**config.mk**
```make
export PLATFORM = sky130hd
export DESIGN_NAME = count_wrap_monitor_flat
export DESIGN_NICKNAME = d
export VERILOG_FILES = /design/src/rtl/count_wrap_monitor_if.sv /design/src/rtl/count_wrap_monitor.sv /design/src/flat_wrapper.sv
export SDC_FILE = /design/constraint.sdc
export NUM_CORES = 1
export LEC_CHECK = 0
export ABC_AREA = 1
export BUFFER_PORTS_ARGS = -buffer_cell sky130_fd_sc_hd__buf_4
export CORE_MARGIN = 10
export CORE_UTILIZATION = 51
export DETAILED_ROUTE_END_ITERATION = 10
export GPL_TIMING_DRIVEN = 1
export MAX_ROUTING_LAYER = met4
export PLACE_DENSITY = 0.75
export SYNTH_ARGS = -nofsm -noshare
export SYNTH_HDL_FRONTEND = slang
export SYNTH_SLANG_ARGS = --single-unit
```
**constraint.sdc**
```tcl
create_clock -name clk -period 2.1 [get_ports clk]
set_clock_uncertainty 0.05 [all_clocks]
set_input_delay 0.315 -clock clk [delete_from_list [all_inputs] [get_ports clk]]
set_output_delay 0.315 -clock clk [all_outputs]
set_load 0.02 [all_outputs]
```
**src/rtl/count_wrap_monitor_if.sv**
```systemverilog
// Bundles the monitored count and the monitor's status outputs.
// master = the side that drives count_in/clr; slave = the monitor itself.
interface count_wrap_monitor_if #(
  parameter int WIDTH  = 4,
  parameter int STAT_W = 8
) ();
  logic [WIDTH-1:0]  count_in;
  logic              clr;
  logic              dir;
  logic              step_up;
  logic              step_dn;
  logic              wrap_up;
  logic              wrap_dn;
  logic [STAT_W-1:0] up_wraps;
  logic [STAT_W-1:0] dn_wraps;
  logic              stalled;
  logic              jump_err;

  modport master (
    output count_in, clr,
    input  dir, step_up, step_dn, wrap_up, wrap_dn,
    input  up_wraps, dn_wraps, stalled, jump_err
  );

  modport slave (
    input  count_in, clr,
    output dir, step_up, step_dn, wrap_up, wrap_dn,
    output up_wraps, dn_wraps, stalled, jump_err
  );
endinterface

```
**src/rtl/count_wrap_monitor.sv**
```systemverilog
// Observer for an up/down counter: classifies each sample against the
// previous one (modulo 2^WIDTH), emits step/wrap pulses, keeps saturating
// wrap statistics, and flags stalls and illegal jumps. All outputs registered.
module count_wrap_monitor #(
  parameter int WIDTH     = 4,
  parameter int STALL_LIM = 8,
  parameter int STAT_W    = 8
) (
  input logic                 clk,
  input logic                 rst,
  count_wrap_monitor_if.slave mon
);

  localparam logic [1:0] ST_INIT  = 2'd0;
  localparam logic [1:0] ST_TRACK = 2'd1;
  localparam logic [1:0] ST_STALL = 2'd2;

  localparam logic [7:0]        LIM      = 8'(STALL_LIM);
  localparam logic [STAT_W-1:0] STAT_MAX = '1;
  localparam logic [WIDTH-1:0]  ONE      = WIDTH'(1);

  logic [1:0]        state_reg,    state_next;
  logic [WIDTH-1:0]  prev_reg,     prev_next;
  logic [7:0]        stall_cnt_reg, stall_cnt_next;
  logic              dir_reg,      dir_next;
  logic              step_up_reg,  step_up_next;
  logic              step_dn_reg,  step_dn_next;
  logic              wrap_up_reg,  wrap_up_next;
  logic              wrap_dn_reg,  wrap_dn_next;
  logic [STAT_W-1:0] up_wraps_reg, up_wraps_next;
  logic [STAT_W-1:0] dn_wraps_reg, dn_wraps_next;
  logic              stalled_reg,  stalled_next;
  logic              jump_err_reg, jump_err_next;

  // Step classification. The +1 test comes first so that with WIDTH=1,
  // where +1 and -1 coincide, every change is treated as an up step.
  logic [WIDTH-1:0] delta;
  logic             is_eq, is_up, is_dn, is_jump;
  logic [7:0]       stall_cnt_inc;
  logic             jump_evt;

  assign delta         = mon.count_in - prev_reg;
  assign is_eq         = (delta == '0);
  assign is_up         = (delta == ONE);
  assign is_dn         = !is_up && (delta == '1);
  assign is_jump       = !is_eq && !is_up && !is_dn;
  assign stall_cnt_inc = (stall_cnt_reg == 8'hFF) ? stall_cnt_reg : stall_cnt_reg + 8'd1;

  // Next-state logic: FSM, classification, statistics and clr priority.
  always_comb begin
    state_next     = state_reg;
    prev_next      = prev_reg;
    stall_cnt_next = stall_cnt_reg;
    dir_next       = dir_reg;
    step_up_next   = 1'b0;
    step_dn_next   = 1'b0;
    wrap_up_next   = 1'b0;
    wrap_dn_next   = 1'b0;
    up_wraps_next  = up_wraps_reg;
    dn_wraps_next  = dn_wraps_reg;
    stalled_next   = stalled_reg;
    jump_err_next  = jump_err_reg;
    jump_evt       = 1'b0;

    case (state_reg)
      ST_INIT: begin
        // First sample after reset only seeds the history.
        prev_next  = mon.count_in;
        state_next = ST_TRACK;
      end
      ST_TRACK, ST_STALL: begin
        prev_next = mon.count_in;
        if (is_eq) begin
          // While already stalled the counter simply holds.
          if (state_reg == ST_TRACK) begin
            stall_cnt_next = stall_cnt_inc;
            if (stall_cnt_inc >= LIM) begin
              stalled_next = 1'b1;
              state_next   = ST_STALL;
            end
          end
        end else begin
          stall_cnt_next = 8'd0;
          stalled_next   = 1'b0;
          state_next     = ST_TRACK;
          if (is_up) begin
            step_up_next = 1'b1;
            dir_next     = 1'b1;
            if (prev_reg == '1) begin
              wrap_up_next = 1'b1;
              if (up_wraps_reg != STAT_MAX) up_wraps_next = up_wraps_reg + 1'b1;
            end
          end else if (is_dn) begin
            step_dn_next = 1'b1;
            dir_next     = 1'b0;
            if (prev_reg == '0) begin
              wrap_dn_next = 1'b1;
              if (dn_wraps_reg != STAT_MAX) dn_wraps_next = dn_wraps_reg + 1'b1;
            end
          end else if (is_jump) begin
            jump_evt      = 1'b1;
            jump_err_next = 1'b1;
          end
        end
      end
      default: begin
        state_next = ST_INIT;
      end
    endcase

    // clr beats the statistics but not a same-cycle jump; pulses survive.
    if (mon.clr) begin
      up_wraps_next  = '0;
      dn_wraps_next  = '0;
      stalled_next   = 1'b0;
      stall_cnt_next = 8'd0;
      jump_err_next  = jump_evt;
      if (state_next == ST_STALL) state_next = ST_TRACK;
    end
  end

  // State and output registers with synchronous reset.
  always_ff @(posedge clk) begin
    if (rst) begin
      state_reg     <= ST_INIT;
      prev_reg      <= '0;
      stall_cnt_reg <= 8'd0;
      dir_reg       <= 1'b1;
      step_up_reg   <= 1'b0;
      step_dn_reg   <= 1'b0;
      wrap_up_reg   <= 1'b0;
      wrap_dn_reg   <= 1'b0;
      up_wraps_reg  <= '0;
      dn_wraps_reg  <= '0;
      stalled_reg   <= 1'b0;
      jump_err_reg  <= 1'b0;
    end else begin
      state_reg     <= state_next;
      prev_reg      <= prev_next;
      stall_cnt_reg <= stall_cnt_next;
      dir_reg       <= dir_next;
      step_up_reg   <= step_up_next;
      step_dn_reg   <= step_dn_next;
      wrap_up_reg   <= wrap_up_next;
      wrap_dn_reg   <= wrap_dn_next;
      up_wraps_reg  <= up_wraps_next;
      dn_wraps_reg  <= dn_wraps_next;
      stalled_reg   <= stalled_next;
      jump_err_reg  <= jump_err_next;
    end
  end

  assign mon.dir      = dir_reg;
  assign mon.step_up  = step_up_reg;
  assign mon.step_dn  = step_dn_reg;
  assign mon.wrap_up  = wrap_up_reg;
  assign mon.wrap_dn  = wrap_dn_reg;
  assign mon.up_wraps = up_wraps_reg;
  assign mon.dn_wraps = dn_wraps_reg;
  assign mon.stalled  = stalled_reg;
  assign mon.jump_err = jump_err_reg;

endmodule

```
**src/flat_wrapper.sv**
```systemverilog
// flat-port wrapper written by rule: the top's interface ports become plain ports
module count_wrap_monitor_flat 
#(
  parameter int WIDTH     = 4,
  parameter int STALL_LIM = 8,
  parameter int STAT_W    = 8
)
  (clk, rst, mon_count_in, mon_clr, mon_dir, mon_step_up, mon_step_dn, mon_wrap_up, mon_wrap_dn, mon_up_wraps, mon_dn_wraps, mon_stalled, mon_jump_err);
  count_wrap_monitor_if #(.WIDTH(WIDTH), .STAT_W(STAT_W)) mon_i ();
  input logic clk;
  input logic rst;
  input wire logic [$bits(mon_i.count_in)-1:0] mon_count_in;
  input wire logic [$bits(mon_i.clr)-1:0] mon_clr;
  output wire logic [$bits(mon_i.dir)-1:0] mon_dir;
  output wire logic [$bits(mon_i.step_up)-1:0] mon_step_up;
  output wire logic [$bits(mon_i.step_dn)-1:0] mon_step_dn;
  output wire logic [$bits(mon_i.wrap_up)-1:0] mon_wrap_up;
  output wire logic [$bits(mon_i.wrap_dn)-1:0] mon_wrap_dn;
  output wire logic [$bits(mon_i.up_wraps)-1:0] mon_up_wraps;
  output wire logic [$bits(mon_i.dn_wraps)-1:0] mon_dn_wraps;
  output wire logic [$bits(mon_i.stalled)-1:0] mon_stalled;
  output wire logic [$bits(mon_i.jump_err)-1:0] mon_jump_err;
  assign mon_i.count_in = mon_count_in;
  assign mon_i.clr = mon_clr;
  assign mon_dir = mon_i.dir;
  assign mon_step_up = mon_i.step_up;
  assign mon_step_dn = mon_i.step_dn;
  assign mon_wrap_up = mon_i.wrap_up;
  assign mon_wrap_dn = mon_i.wrap_dn;
  assign mon_up_wraps = mon_i.up_wraps;
  assign mon_dn_wraps = mon_i.dn_wraps;
  assign mon_stalled = mon_i.stalled;
  assign mon_jump_err = mon_i.jump_err;
  count_wrap_monitor #(.WIDTH(WIDTH), .STALL_LIM(STALL_LIM), .STAT_W(STAT_W)) u_core (.clk(clk), .rst(rst), .mon(mon_i));
endmodule
```
Word level (Yosys, flattened, before mapping). Cells that the tools add are included.

Equal/unequal tests: 14. Mux-type cells: 29. Bitwise operators: 4. Magnitude comparators: 1. Add/sub/neg operators: 4. Reduce and logical (&&, ||, !) cells: 25.

Operators with widths (count): adder 8 x 1 -> 8 bit (second input constant) (3); 2-to-1 mux 8 bit (3); 2-to-1 mux 1 bit (20); != test 8 bit (second input constant) (2); 2-to-1 mux 2 bit (5); != test 2 bit (second input constant) (5); AND reduction 5 bit (2); == test 4 bit (second input constant) (2); == test 8 bit (second input constant) (1); >= comparator 8 x 4 -> 1 bit (second input constant) (1); zero test 4 bit (2); OR reduction 4 bit (2); AND reduction 3 bit (2); AND reduction 6 bit (1); nonzero test 2 bit (3); OR reduction 3 bit (2); OR reduction 5 bit (1); == test 2 bit (second input constant) (2); == test 4 x 1 -> 1 bit (second input constant) (1); inverter 1 bit (4); one-hot mux 2 bit (2 select lines) (1); OR reduction 2 bit (2); subtractor 4 bit (1); logical AND 1 bit (3); 4 further kinds (6).

Input port bits: 7. Register bits: 37.

Logic depth before layout (Yosys ltp).
Word-level depth: 12. Gate-level depth with buffers: 13. Mapped depth without buffers: 13.

Worst setup path after synthesis. No wires, ideal clock.

Kind: input -> register. Start point: input port mon_count_in[0]. End point: register u_core.up_wraps_reg[3], in the netlist u_core.mon.up_wraps[3]. Setup time: 0.113 ns. Stages: 11. Arrival time: 1.868 ns. Slack: 0.069 ns. Cell sequence: inv_1 ha_1 fa_1 xor2_2 nand2_1 nor2_8 nand3_4 nor2_2 nand2_1 nand2_1 nor2_1.

Cells in the longest elaborated chain, start to end: 4. Elaborated cells between the ends (all ways): 5.

Ends and longest elaborated chain: start, declared (line flat_wrapper.sv:12) `input wire logic [$bits(mon_i.count_in)-1:0] mon_count_in;`; subtractor 4 bit * (line count_wrap_monitor.sv:42) `assign delta = mon.count_in - prev_reg;`; zero test 4 bit (line count_wrap_monitor.sv:43) `assign is_eq = (delta == '0);`; inverter 1 bit (no source line); AND reduction 5 bit (no source line) *; end signal, assigned (line count_wrap_monitor.sv:146) `up_wraps_reg <= up_wraps_next;`; end, declared (line count_wrap_monitor.sv:30) `logic [STAT_W-1:0] up_wraps_reg, up_wraps_next;`.

Every way passes the cells marked *; elsewhere a longest branch is shown, timed or not. A chain may end at the register's enable or synchronous reset.

Worst setup path after layout.
Start point: register u_core.prev_reg[0]. End point: register u_core.stall_cnt_reg[1].

Cells in the longest elaborated chain, start to end: 4. Elaborated cells between the ends (all ways): 5.

Ends and longest elaborated chain: start, declared (line count_wrap_monitor.sv:23) `logic [WIDTH-1:0] prev_reg, prev_next;`; start signal, assigned (line count_wrap_monitor.sv:139) `prev_reg <= prev_next;`; subtractor 4 bit * (line count_wrap_monitor.sv:42); zero test 4 bit * (line count_wrap_monitor.sv:43); != test 2 bit (no source line); AND reduction 2 bit (no source line); end signal, assigned (line count_wrap_monitor.sv:140) `stall_cnt_reg <= stall_cnt_next;`; end, declared (line count_wrap_monitor.sv:24) `logic [7:0] stall_cnt_reg, stall_cnt_next;`.

Marks and branches as above.

==> flow_summary.yaml <==
detailed_routing:
  drt-pass1-iter-count: 4
  drcViolationCount: 0
  route.detailed.wl_per_inst_um: 12.8
  detail_route.vias_per_cell: 5.20
  dr.first_iter.drc_count: 93
  detailroute.via_count: 1962
  drt_wl_total_um: 4830
  antenna_violating_nets_remaining: 0
layout:
  post_layout_nonfiller_instances: 377
  layout_commonest_cell: "sky130_fd_sc_hd__nand2_1"
  syn_to_final_growth_pct: 23.7
  post_route_cells_drive_above_1_share_pct: 24.2
  postLayoutCoreUtil_pct: 65.7
  layout.cells.most_common_list: "sky130_fd_sc_hd__nand2_1 (54), sky130_fd_sc_hd__buf_4 (37), sky130_fd_sc_hd__dfxtp_1 (37), sky130_fd_sc_hd__inv_1 (30)"
  antenna_cells_inserted: 0
  final_nets: 344
clocking:
  tritoncts.num_buffers: 5
  total_number_of_h_tree_levels: 2
  postCtsHoldBufs: 0
  post_cts_buffers: 0
  cts_resized: 0
  cts_num_sinks: 37
  root_buffer: "sky130_fd_sc_hd__clkbuf_8"
  insertion_delay_ps: 300
  clock_path_buffers: 2
  path_clk_slew_ps: 80
  cts_tree: "built"
worst_setup_path:
  criticalPathCategory: "reg2reg"
  timing.reg2reg.worst_path_depth: 9
  timing.critical_path.arrival_ps: 2180
  required_ps: 2270
  end_kind: "flip-flop"
  critical_path_fanout_max: 4
  start_kind: "flip-flop"
yosys:
  synth_enable_flop_cells: 0
  post_synth_fa_ha_maj_area_fraction_pct: 6.79
  muxShareOfSynthArea_pct: 0
  synth_cell_types: 33
  synth-seq-area-share_pct: 34.6
  synth.cell_area_um2: 2140
  post_synth_xor_area_fraction_pct: 7.31
  synthSimpleGateAreaFrac_pct: 33.8
  netlist_instances: 284
  yosys.area.top_type_share_pct: 34.6
  synthesized_area_per_cell_um2: 7.53
  synthesis.yosys.warnings: 0
  synth_flop_cell: "sky130_fd_sc_hd__dfxtp_1"
  post-synth-top-area-cell: "sky130_fd_sc_hd__dfxtp_1"
  largest_family_of_logic_cells_by_synthesized_area: "simple AND/OR/NAND/NOR gates"
  synth_compound_area_share_pct: 10.6
  async_flop_share_pct: 0
  postSynthRegisterBits: 37
  synth.top_cells.by_area: "sky130_fd_sc_hd__dfxtp_1 (35%), sky130_fd_sc_hd__nand2_1 (9.7%), sky130_fd_sc_hd__ha_1 (5.9%)"
  synth_fp_nets: 302
die:
  die_area_um2: 7180
  top_level_ports: 30
  core_area_um2: 4030
  fp-row-count: 23
  chipHeight_um: 84.8
  die_width_um: 84.8
  initial_core_util_pct: 53.1
min_path:
  holdPathStages: 2
  timing.hold.worst.class: "in2reg"
sta:
  worst-slew-pin-transition_ps: 453
  grt_setup_unrepaired: "false"
  fin_crit_ps: 2010
  max_slew_margin_pct: 69.5
  timing.final.max_slew_violations: 0
  achievable-frequency_mhz: 498
  final-setup-viol-count: 0
  hold_viol: 0
  final_min_period_over_clock_period_pct: 95.5
  min_setup_slack_post_route_ps: 93.8
job:
  cap_viol_max_count: 0
power:
  pwr_density_cell_nw_per_um2: 638
  vdd_ir_drop_max_uv: 271
  total_leakage_power_nw: 1.15
placement:
  numPlacedInstances: 369
  io_buffers: 29
  post-place-ws_ps: -97.5
  hpwlAfterDp_um: 3600
  place.gp.congestion: 0.881
global_route:
  grt_max_degree: 14
  first_global_vias: 1891
  grt_first_pass_wirelength_um: 8500
  grt_overflow_total: 0
  groute.usage.overall_pct: 14.3
  antenna_found_initial: 0
run_status:
  outcome: "finished, final reports clean"
==> metrics by stage <==
step | total power (W) | setup TNS (ps) | instance area [um2] | hold slack, ps
6_report | 0.00169 | 0 | 2650 | 178
5_1_grt | 0.00176 | 0 | 2650 | 162
4_1_cts | 0.00170 | 0 | 2620 | 171
3_5_place_dp | 0.000942 | -544 | 2480 | 406
3_3_place_gp | 0.000938 | -22.1 | 2480 | 409
2_1_floorplan | 0.000874 | 0 | 2140 | 337
==> area by class of cell <==
cell class	count	area, um2
well taps	50	62.6
repair buffers	38	298
inverters	33	131
flip-flops and latches	37	741
fillers	352	1380
clock buffers	5	68.8
multi-input cells	211	1270
clock inverters	3	68.8
==> cells in the mapped netlist (5+ instances only) <==
cell type	instances
sky130_fd_sc_hd__nand3_1	25
sky130_fd_sc_hd__xnor2_1	5
sky130_fd_sc_hd__nand2_1	55
sky130_fd_sc_hd__ha_1	10
sky130_fd_sc_hd__nand2_2	9
sky130_fd_sc_hd__nor3_1	5
sky130_fd_sc_hd__o21ai_0	8
sky130_fd_sc_hd__nand4_1	10
sky130_fd_sc_hd__nor2_1	25
sky130_fd_sc_hd__inv_1	30
sky130_fd_sc_hd__dfxtp_1	37
sky130_fd_sc_hd__a21oi_2	6
sky130_fd_sc_hd__xor2_1	11
sky130_fd_sc_hd__a21oi_1	20
==> critical path: stages, from the launching register on <==
cell and delay [ps]:
sky130_fd_sc_hd__dfxtp_1 340, sky130_fd_sc_hd__ha_1 220, sky130_fd_sc_hd__fa_2 560, sky130_fd_sc_hd__nand2_1 50, sky130_fd_sc_hd__inv_1 60, sky130_fd_sc_hd__nand3_2 150, sky130_fd_sc_hd__buf_4 180, sky130_fd_sc_hd__nor2_1 130
sky130_fd_sc_hd__nand2_1 60, sky130_fd_sc_hd__a21oi_1 140
==> path summary, 6_finish.rpt <==
| path | slack [ps] | startpoint | to |
|---|---|---|---|
| min | 180 | rst | u_core.mon.step_up$_SDFF_PP0_ |
| max | 90 | u_core.prev_reg[0]$_SDFFE_PP0P_ | u_core.stall_cnt_reg[1]$_SDFFE_PP0P_ |
| min reg2reg | 420 | u_core.mon.jump_err$_SDFFE_PP0P_ | u_core.mon.jump_err$_SDFFE_PP0P_ |
| max reg2reg | 90 | u_core.prev_reg[0]$_SDFFE_PP0P_ | u_core.stall_cnt_reg[1]$_SDFFE_PP0P_ |
==> cells by family after synthesis <==
group                      after synthesis
buffers and inverters                   36
AOI/OAI and AO/OA                       39
and+or+nand+nor                        144
adders and majority gates               11
DFF                                     37
xor gates and xnor gates                17
==> power breakdown <==
part / total (W) / internal [W] / switching [W]
sequential: 0.000722 / 0.000711 / 0.0000103
combinational: 0.000212 / 0.0000808 / 0.000131
clock: 0.000755 / 0.000478 / 0.000277
total: 0.00169 / 0.00127 / 0.000418
==> routing by layer <==
| layer | vias up | track usage, % | wire length (um) |
|---|---|---|---|
| met5 | - | - | 0 |
| met4 | 0 | 5.24 | 97 |
| met3 | 11 | 4.25 | 232 |
| met2 | 40 | 23.1 | 2310 |
| met1 | 894 | 16.4 | 2190 |
| li1 | 1017 | - | - |
Note: power is estimated with default switching activity, not from simulation.
